**src/rtl/fetch_decode_pipe.sv**
```systemverilog
// fetch_decode_pipe: PC register, next-PC select and IF/ID pipeline register
// for the front end of the 5-stage pipeline. Instruction memory is external
// and combinational (instrF is the word at pcF in the same cycle).
// Optional feature macro: PERF_CNT_EN enables saturating decode stall/flush
// counters; without it stall_cnt and flush_cnt are tied to 0.
module fetch_decode_pipe #(
    parameter int unsigned     XLEN      = 32,
    parameter logic [XLEN-1:0] RESET_PC  = '0,
    parameter logic [31:0]     NOP_INSTR = 32'h0000_0013
) (
    input  logic            clk,
    input  logic            rst,
    input  logic            stallF,
    input  logic            stallD,
    input  logic            flushD,
    input  logic            pcsrcE,
    input  logic [XLEN-1:0] pctargetE,
    input  logic [31:0]     instrF,
    output logic [XLEN-1:0] pcF,
    output logic [31:0]     instrD,
    output logic [XLEN-1:0] pcD,
    output logic [XLEN-1:0] pcplus4D,
    output logic            validD,
    output logic [4:0]      rs1D,
    output logic [4:0]      rs2D,
    output logic [4:0]      rdD,
    output logic [31:0]     stall_cnt,
    output logic [31:0]     flush_cnt
);

    localparam logic [XLEN-1:0] INSTR_BYTES = XLEN'(4);
    localparam logic [XLEN-1:0] ALIGN_MASK  = ~XLEN'(3);

    logic [XLEN-1:0] pc_q, pc_d;
    logic [31:0]     instr_q, instr_d;
    logic [XLEN-1:0] pcd_q, pcd_d;
    logic [XLEN-1:0] pcp4_q, pcp4_d;
    logic            valid_q, valid_d;

    // Next-PC select: redirect beats stall, otherwise sequential (wraps mod 2^XLEN)
    always_comb begin
        pc_d = pc_q;
        if (pcsrcE) begin
            pc_d = pctargetE & ALIGN_MASK;
        end else if (!stallF) begin
            pc_d = pc_q + INSTR_BYTES;
        end
    end

    // IF/ID next state: flush inserts a bubble and beats stall
    always_comb begin
        instr_d = instr_q;
        pcd_d   = pcd_q;
        pcp4_d  = pcp4_q;
        valid_d = valid_q;
        if (flushD) begin
            instr_d = NOP_INSTR;
            pcd_d   = '0;
            pcp4_d  = '0;
            valid_d = 1'b0;
        end else if (!stallD) begin
            instr_d = instrF;
            pcd_d   = pc_q;
            pcp4_d  = pc_q + INSTR_BYTES;
            valid_d = 1'b1;
        end
    end

    // PC and IF/ID registers
    always_ff @(posedge clk or posedge rst) begin
        if (rst) begin
            pc_q    <= RESET_PC;
            instr_q <= NOP_INSTR;
            pcd_q   <= '0;
            pcp4_q  <= '0;
            valid_q <= 1'b0;
        end else begin
            pc_q    <= pc_d;
            instr_q <= instr_d;
            pcd_q   <= pcd_d;
            pcp4_q  <= pcp4_d;
            valid_q <= valid_d;
        end
    end

`ifdef PERF_CNT_EN
    logic [31:0] stall_cnt_q, stall_cnt_d;
    logic [31:0] flush_cnt_q, flush_cnt_d;

    // Saturating counters of decode stall and flush cycles
    always_comb begin
        stall_cnt_d = stall_cnt_q;
        flush_cnt_d = flush_cnt_q;
        if (stallD && !flushD && (stall_cnt_q != 32'hFFFF_FFFF)) begin
            stall_cnt_d = stall_cnt_q + 32'd1;
        end
        if (flushD && (flush_cnt_q != 32'hFFFF_FFFF)) begin
            flush_cnt_d = flush_cnt_q + 32'd1;
        end
    end

    // Counter registers, cleared only by reset
    always_ff @(posedge clk or posedge rst) begin
        if (rst) begin
            stall_cnt_q <= '0;
            flush_cnt_q <= '0;
        end else begin
            stall_cnt_q <= stall_cnt_d;
            flush_cnt_q <= flush_cnt_d;
        end
    end

    assign stall_cnt = stall_cnt_q;
    assign flush_cnt = flush_cnt_q;
`else
    assign stall_cnt = '0;
    assign flush_cnt = '0;
`endif

    assign pcF      = pc_q;
    assign instrD   = instr_q;
    assign pcD      = pcd_q;
    assign pcplus4D = pcp4_q;
    assign validD   = valid_q;

    // Register specifiers decoded straight from the IF/ID instruction
    assign rs1D = instr_q[19:15];
    assign rs2D = instr_q[24:20];
    assign rdD  = instr_q[11:7];

endmodule

```
**config.mk**
```make
export PLATFORM = sky130hd
export DESIGN_NAME = fetch_decode_pipe
export DESIGN_NICKNAME = d
export VERILOG_FILES = /design/src/rtl/fetch_decode_pipe.sv
export SDC_FILE = /design/constraint.sdc
export NUM_CORES = 1
export LEC_CHECK = 0
export ABC_AREA = 1
export CAP_MARGIN = 10
export CORE_ASPECT_RATIO = 1.5
export CORE_MARGIN = 10
export CORE_UTILIZATION = 35
export DETAILED_ROUTE_END_ITERATION = 10
export GPL_TIMING_DRIVEN = 0
export PLACE_DENSITY = 0.69
export RECOVER_POWER = 50
export SYNTH_ARGS = -nofsm -noshare
export SYNTH_HDL_FRONTEND = slang
export SYNTH_SLANG_ARGS = --single-unit
export TNS_END_PERCENT = 5
```
**constraint.sdc**
```tcl
create_clock -name clk -period 8.5 [get_ports clk]
set_clock_uncertainty 0.05 [all_clocks]
set_input_delay 0.85 -clock clk [delete_from_list [all_inputs] [get_ports clk]]
set_output_delay 0.85 -clock clk [all_outputs]
set_load 0.1 [all_outputs]
```
**Word-level counts from Yosys, hierarchy flattened**

Cells that the tools add are included.

- Bits in registers: 129
- Latch bits: 0
- Memory bits (writable): 0
- ROM bits: 0
- Input bits: 70
- Output and inout port bits: 208
- Word-level logic and storage cells: 18
- Memories kept: 0

- Add/subtract/negate cells: 1
- Multipliers: 0
- Divide/modulo/power cells: 0
- Magnitude comparators: 0
- Eq/ne operators: 2
- Shift operators: 0
- Mux-type cells: 10
- Bitwise logic cells: 0
- Reduce and logical (&&, ||, !) cells: 0

Operators with widths:

| operator | number |
|---|---|
| 2-to-1 mux 32 bit | 8 |
| adder 32 x 3 -> 32 bit, second input constant | 1 |
| inequality test 2 x 1 -> 1 bit, second input constant | 2 |
| 2-to-1 mux 1 bit | 2 |

**Longest topological paths before layout**

- Depth after elaboration: 3
- Gate-level depth with buffers: 10
- Mapped depth without buffers: 10

**Worst setup path before layout**

No wires, ideal clock.

- Path kind: reg-to-output
- Start: register pcd_q[1] (netlist: pcD[1])
- End: output port pcD[1]
- Arrival: 1373 ps
- Data required time: 7600 ps
- Slack: 6227 ps
- Cell stages (with the launch flop): 2
- Path buffers: 1
- Cell sequence: dfrtp_1 buf_4

RTL lines:

| what | RTL line | source |
|---|---|---|
| from (decl) | 36 | `logic [XLEN-1:0] pcd_q, pcd_d;` |
| from (signal assigned) | 80 | `pcd_q <= pcd_d;` |
| to (decl) | 21 | `output logic [XLEN-1:0] pcD,` |

No word-level cell between the ends.

**Worst setup path in the final report**

- Start: register pc_q[6] (netlist: pcF[6])
- End: output port pcF[6]

RTL lines:

| what | RTL line | source |
|---|---|---|
| from (decl) | 34 | `logic [XLEN-1:0] pc_q, pc_d;` |
| from (signal assigned) | 78 | `pc_q <= pc_d;` |
| to (decl) | 19 | `output logic [XLEN-1:0] pcF,` |

No word-level cell between the ends.

==> flow_metrics.tcl <==
set metrics [dict create \
    r2r_cells 8 \
    min_path_type "reg2reg" \
    root_buffer "clkbuf_16" \
    cts_setup_buffers 0 \
    gp_congestion 0.821 \
    worst-path-max-fanout 6 \
    final_util 0.541 \
    area_growth_pct 50.9 \
    maxSlewHeadroom -0.242 \
    synth_seq_cells 124 \
    final_cell_mix "250 x nand2_1, 206 x clkdlybuf4s50_1, 121 x dfrtp_1" \
    post_dp_cell_area_um2 8910 \
    dieArea_um2 23800 \
    path_cells "clkdlybuf4s50_1" \
    grt_max_degree 87 \
    first_pass_iters 4 \
    io_buffers 209 \
    floorplan.initialDensity 0.359 \
    hold_start "pcplus4D[13]$_DFFE_PP0P_" \
    clk_transition_reported_paths_ns 0.06 \
    wl_um 22500 \
    dr.first_iter.drc_count 236 \
    clock-sinks 124 \
    startpoint "pcF[6]$_DFFE_PP0N_" \
    antenna_found_initial 0 \
    pin_count 278 \
    cts-htree-levels 4 \
    cts_hold_buf 0 \
    max_freq_ghz 0.327 \
    avgSynthCellArea_um2 8.46 \
    grt_pass1_wl_um 33400 \
    finalHoldViolations 0 \
    endpoint_kind "output pin" \
    clk_latency_ns 0.42 \
    coreArea_um2 17500 \
    p_leak_nw 4.61 \
    r2r_end "pcplus4D[20]$_DFFE_PP0P_" \
    total_power_mw 2.17 \
    num_rows 59 \
    fin_crit_ns 3.06 \
    vias 5707 \
    numCtsBuffers 17 \
    final_common_cell "nand2_1" \
    chipWidth_um 129 \
    grt_usage 0.183 \
    critical_path_depth 1 \
    cp_num_buf_inv 1 \
    syn_inst 742 \
    fin_tns_setup_ns 0 \
    final_cell_area_um2 9470 \
    critPathRequiredTime_ns 7.60 \
    antenna_cells 0 \
    synth_top_area_share 0.482 \
    power_density_nw_per_um2 229 \
    drv_slew 39 \
    crit_family "buffers and inverters" \
    die_y_um 184 \
    clock_path_buffers 2 \
    hpwl_um 17600 \
    maxCapViolations 1 \
    worstPathArrival_ns 2.16 \
    violations "max-capacitance violations, max-slew violations" \
    synth.area.top_cells "dfrtp_1 48%, nand2_1 15%, buf_4 10%" \
    ys_types 26 \
    gr-total-overflow 0 \
    grt_pass1_vias 5786 \
    yosysTopAreaCell "dfrtp_1" \
    cts_tree "done" \
    fin_crit_sh 0.360 \
    worstSetupStartpointType "register" \
    fin_nets 1107 \
    worst_ir_drop_vdd_v 0.000124 \
    rsz0062_at_grt "no" \
    reg2reg_setup_slack_ns 6.38 \
    drc 0 \
    viasPerCell 4.53 \
    avgRoutedWirePerCell_um 17.8 \
    synth_warnings 0 \
    ys_seq_area_frac 0.495 \
    cp_slowest_cell "clkdlybuf4s50_1" \
    finalSetupViolations 0 \
    ant_nets 0 \
    regToRegStartpoint "pcF[2]$_DFFE_PP0N_" \
    synth_area_um2 6280 \
    status "finished with violations" \
    max_stage_delay_ns 1.22 \
    drive_gt1_frac 0.137 \
    criticalPathCategory "reg2out" \
    crit_path_end "pcF[6]" \
    post_cts_resized 0 \
    tightest_slew_ns 1.85 \
]
[final cells by class]
class	count	area, µm²
multi-input cells	508	2420
inverters	66	249
repair buffers	210	2120
well taps	213	267
clock buffers	20	457
clock inverters	10	118
plain buffers	109	729
flip-flops and latches	124	3110
fillers	1689	8030
[through the flow]
| step | cells | hold slack, ns | setup slack, ns |
|---|---|---|---|
| 6_report | 1260 | 0.428 | 5.44 |
| 5_1_grt | 1260 | 0.451 | 5.37 |
| 4_1_cts | 1260 | 0.430 | 5.40 |
| 3_5_place_dp | 1230 | 0.414 | 5.49 |
| 3_3_place_gp | 1229 | 0.413 | 2.35 |
| 2_1_floorplan | 807 | 0.712 | 4.31 |
[kinds of logic after synthesis]
family,share of synthesized area
adder cells (fa/ha/maj),0.00199
flip-flops,0.495
other,0.000598
XOR/XNOR,0.0233
AND/OR/NAND/NOR,0.216
AO/OA/AOI/OAI,0.108
buffers and inverters,0.156
[worst min-delay path by stage]
stage,endpoint,slack [ns],depth (start not counted)
after floorplan,instrD[0]$_DFFE_PP1P_,0.71,1
after global placement,pcplus4D[28]$_DFFE_PP0P_,0.41,2
after detailed placement,pcplus4D[13]$_DFFE_PP0P_,0.41,2
after CTS,pcplus4D[13]$_DFFE_PP0P_,0.43,2
after global routing,pcplus4D[16]$_DFFE_PP0P_,0.45,2
final,pcplus4D[13]$_DFFE_PP0P_,0.43,2
[power by group]
part	switching, mW	internal, mW
Clock	0.271	0.444
Combinational	0.612	0.168
Sequential	0.0439	0.635
[synthesized netlist by cell type (all sizes together)]
library cell,count
nand3,17
and2,2
dfrtp,121
o21ai,63
o211ai,2
inv,66
o221ai,3
nand2,257
a22o,30
xnor2,2
ha,1
nor2,45
dfstp,3
o21bai,4
buf,89
clkbuf,20
conb,1
o22a,3
xor2,13
[routing by layer]
layer,vias to the layer above,global-route usage,wire length (µm)
li1,2770,-,-
met1,2707,0.190,8190
met2,216,0.329,11800
met3,14,0.0713,2310
met4,0,0.0566,203
met5,-,0,0
[state kept, by name, indices dropped and copies added (netlist names)]
register and cells:
pcplus4D 30, pcD 31, validD 1, pcF 30, instrD 32
No activity file was read; power rests on OpenSTA's default activity.
==> RTL edit, RTL diff (config.mk and constraints unchanged) <==
`XLEN`: 32 -> 64.
--- a/src/rtl/fetch_decode_pipe.sv
+++ b/src/rtl/fetch_decode_pipe.sv
@@ -6,3 +6,3 @@
 module fetch_decode_pipe #(
-    parameter int unsigned     XLEN      = 32,
+    parameter int unsigned     XLEN      = 64,
     parameter logic [XLEN-1:0] RESET_PC  = '0,
Interface: changed (resized pcD, pcF, pcplus4D and pctargetE); port bits go from 278 to 406. No check against the original RTL was run, so the function may have changed too.
==> RTL edit against the unedited design <==
Wire length increased by 110%. Non-clock buffer count increased by 152. Design area increased by 68%. Clock power increased by 47%. Total power increased by 63%. Sequential share of layout area increased by 1.9 points. Worst hold slack about the same. The flow still finishes with violations (capacitance limit, slew limit). Setup slack got worse by 1200 ps. Area after synthesis increased by 76%. Sequential cell count increased by 96.
==> RTL edit: results (changes against the unedited design) <==
cp_data_arrival_time_ps: 4020  # +1860 ps
port-buffer-count: 336  # +61%
syn_to_final_growth_pct: 44.3
reg2reg_to: "pcplus4D[42]"
synth_commonest_cells: "nand2_1, dfrtp_1, nor2_1, o21ai_0, inv_1"
dpl_cell_area_sq_mm: 0.0152  # +70%
ff2ff_setup_slack_ps: 5690  # -690 ps
whs_endpoint: "pcplus4D[49]"
ctsHtreeMaxLevel: 1  # -3
intPower_mw: 2.02  # +62%
largest_register_ffs: 63  # +97%
postSynthCellCount: 1404  # +89%
slowest_delay_ps: 2490  # +1270 ps
worstSetupEndpoint: "pcD[44]"
yosysSeqAreaShare_pct: 50.0  # +0.50 points
run_status: "complete, but fails checks"
first_iter_violations: 609  # +160%
max_cap_viol_count: 1  # unchanged
grtUsageTotal_pct: 23.5  # +5.2 points
synth-xor-area-share_pct: 2.46  # +0.13 points
antenna_found_initial: 2  # +2
rr_worst_depth: 10  # +2
cp_slowest_cell: "clkinvlp_2"
grt_pass1_vias: 11100  # +92%
vias_per_cell: 4.76  # +5.0%
layout.cells.non_filler: 2251  # +79%
synth_cell_types: 28  # +7.7%
worst_slew_pin_slew_ps: 4510  # +2650 ps
crit_start: "rst"
maxSlewViolCount: 97  # +150%
hpwl_um: 38600  # +120%
routabilityCongestion: 0.973  # +19%
pre_cts_ws_ps: 5110  # -382 ps
violations: "capacitance limit, slew limit"
crit_fanout: 97  # +91
cts_buffers: 23  # +6
grt_start_max_net_pins: 125  # +44%
dp.cells: 2211  # +80%
clock_latency_ps: 530  # +110 ps
clockBufferDepth: 3  # +1
max-vdd-ir-drop_mv: 0.143  # +16%
yosys-top-cells-area: "dfrtp_1, nand2_1, buf_4"
dr.pass1.iters: 7  # +3
wirelength_um: 47700  # +110%
synth_compound_area_share_pct: 10.6  # -0.19 points
drive_gt1_share_pct: 7.92  # -5.7 points
RTL edit: layer usage:
metal / part of all wire [%] / vias up / track usage [%] / routed length, um
met1: 35 / 5094 / 23.8 / 16600
met5: 0 / - / 0 / 0
met3: 7.6 / 79 / 5.35 / 3600
met2: 54 / 411 / 44.3 / 25500
met4: 4.1 / 0 / 10.0 / 1940
li1: - / 5126 / - / -
RTL edit: final cells by class:
class                   instances  share of cell area, %
repair buffers                337                   21.3
inverters                     115                   2.72
flip-flops and latches        220                   34.7
clock buffers                  31                   4.06
clock inverters                 7                  0.756
plain buffers                 134                   5.21
well taps                     405                   3.19
diodes                          2                 0.0315
multi-input cells            1000                   28.0
RTL edit: power groups by stage:
stage / sequential [mW] / clock [mW] / combinational, mW
after detailed placement: 1.23 / 0 / 1.27
after CTS: 1.21 / 1.08 / 1.27
after global placement: 1.22 / 0 / 1.27
after global routing: 1.22 / 1.12 / 1.32
after floorplan: 1.78 / 0 / 0.363
final: 1.21 / 1.05 / 1.27
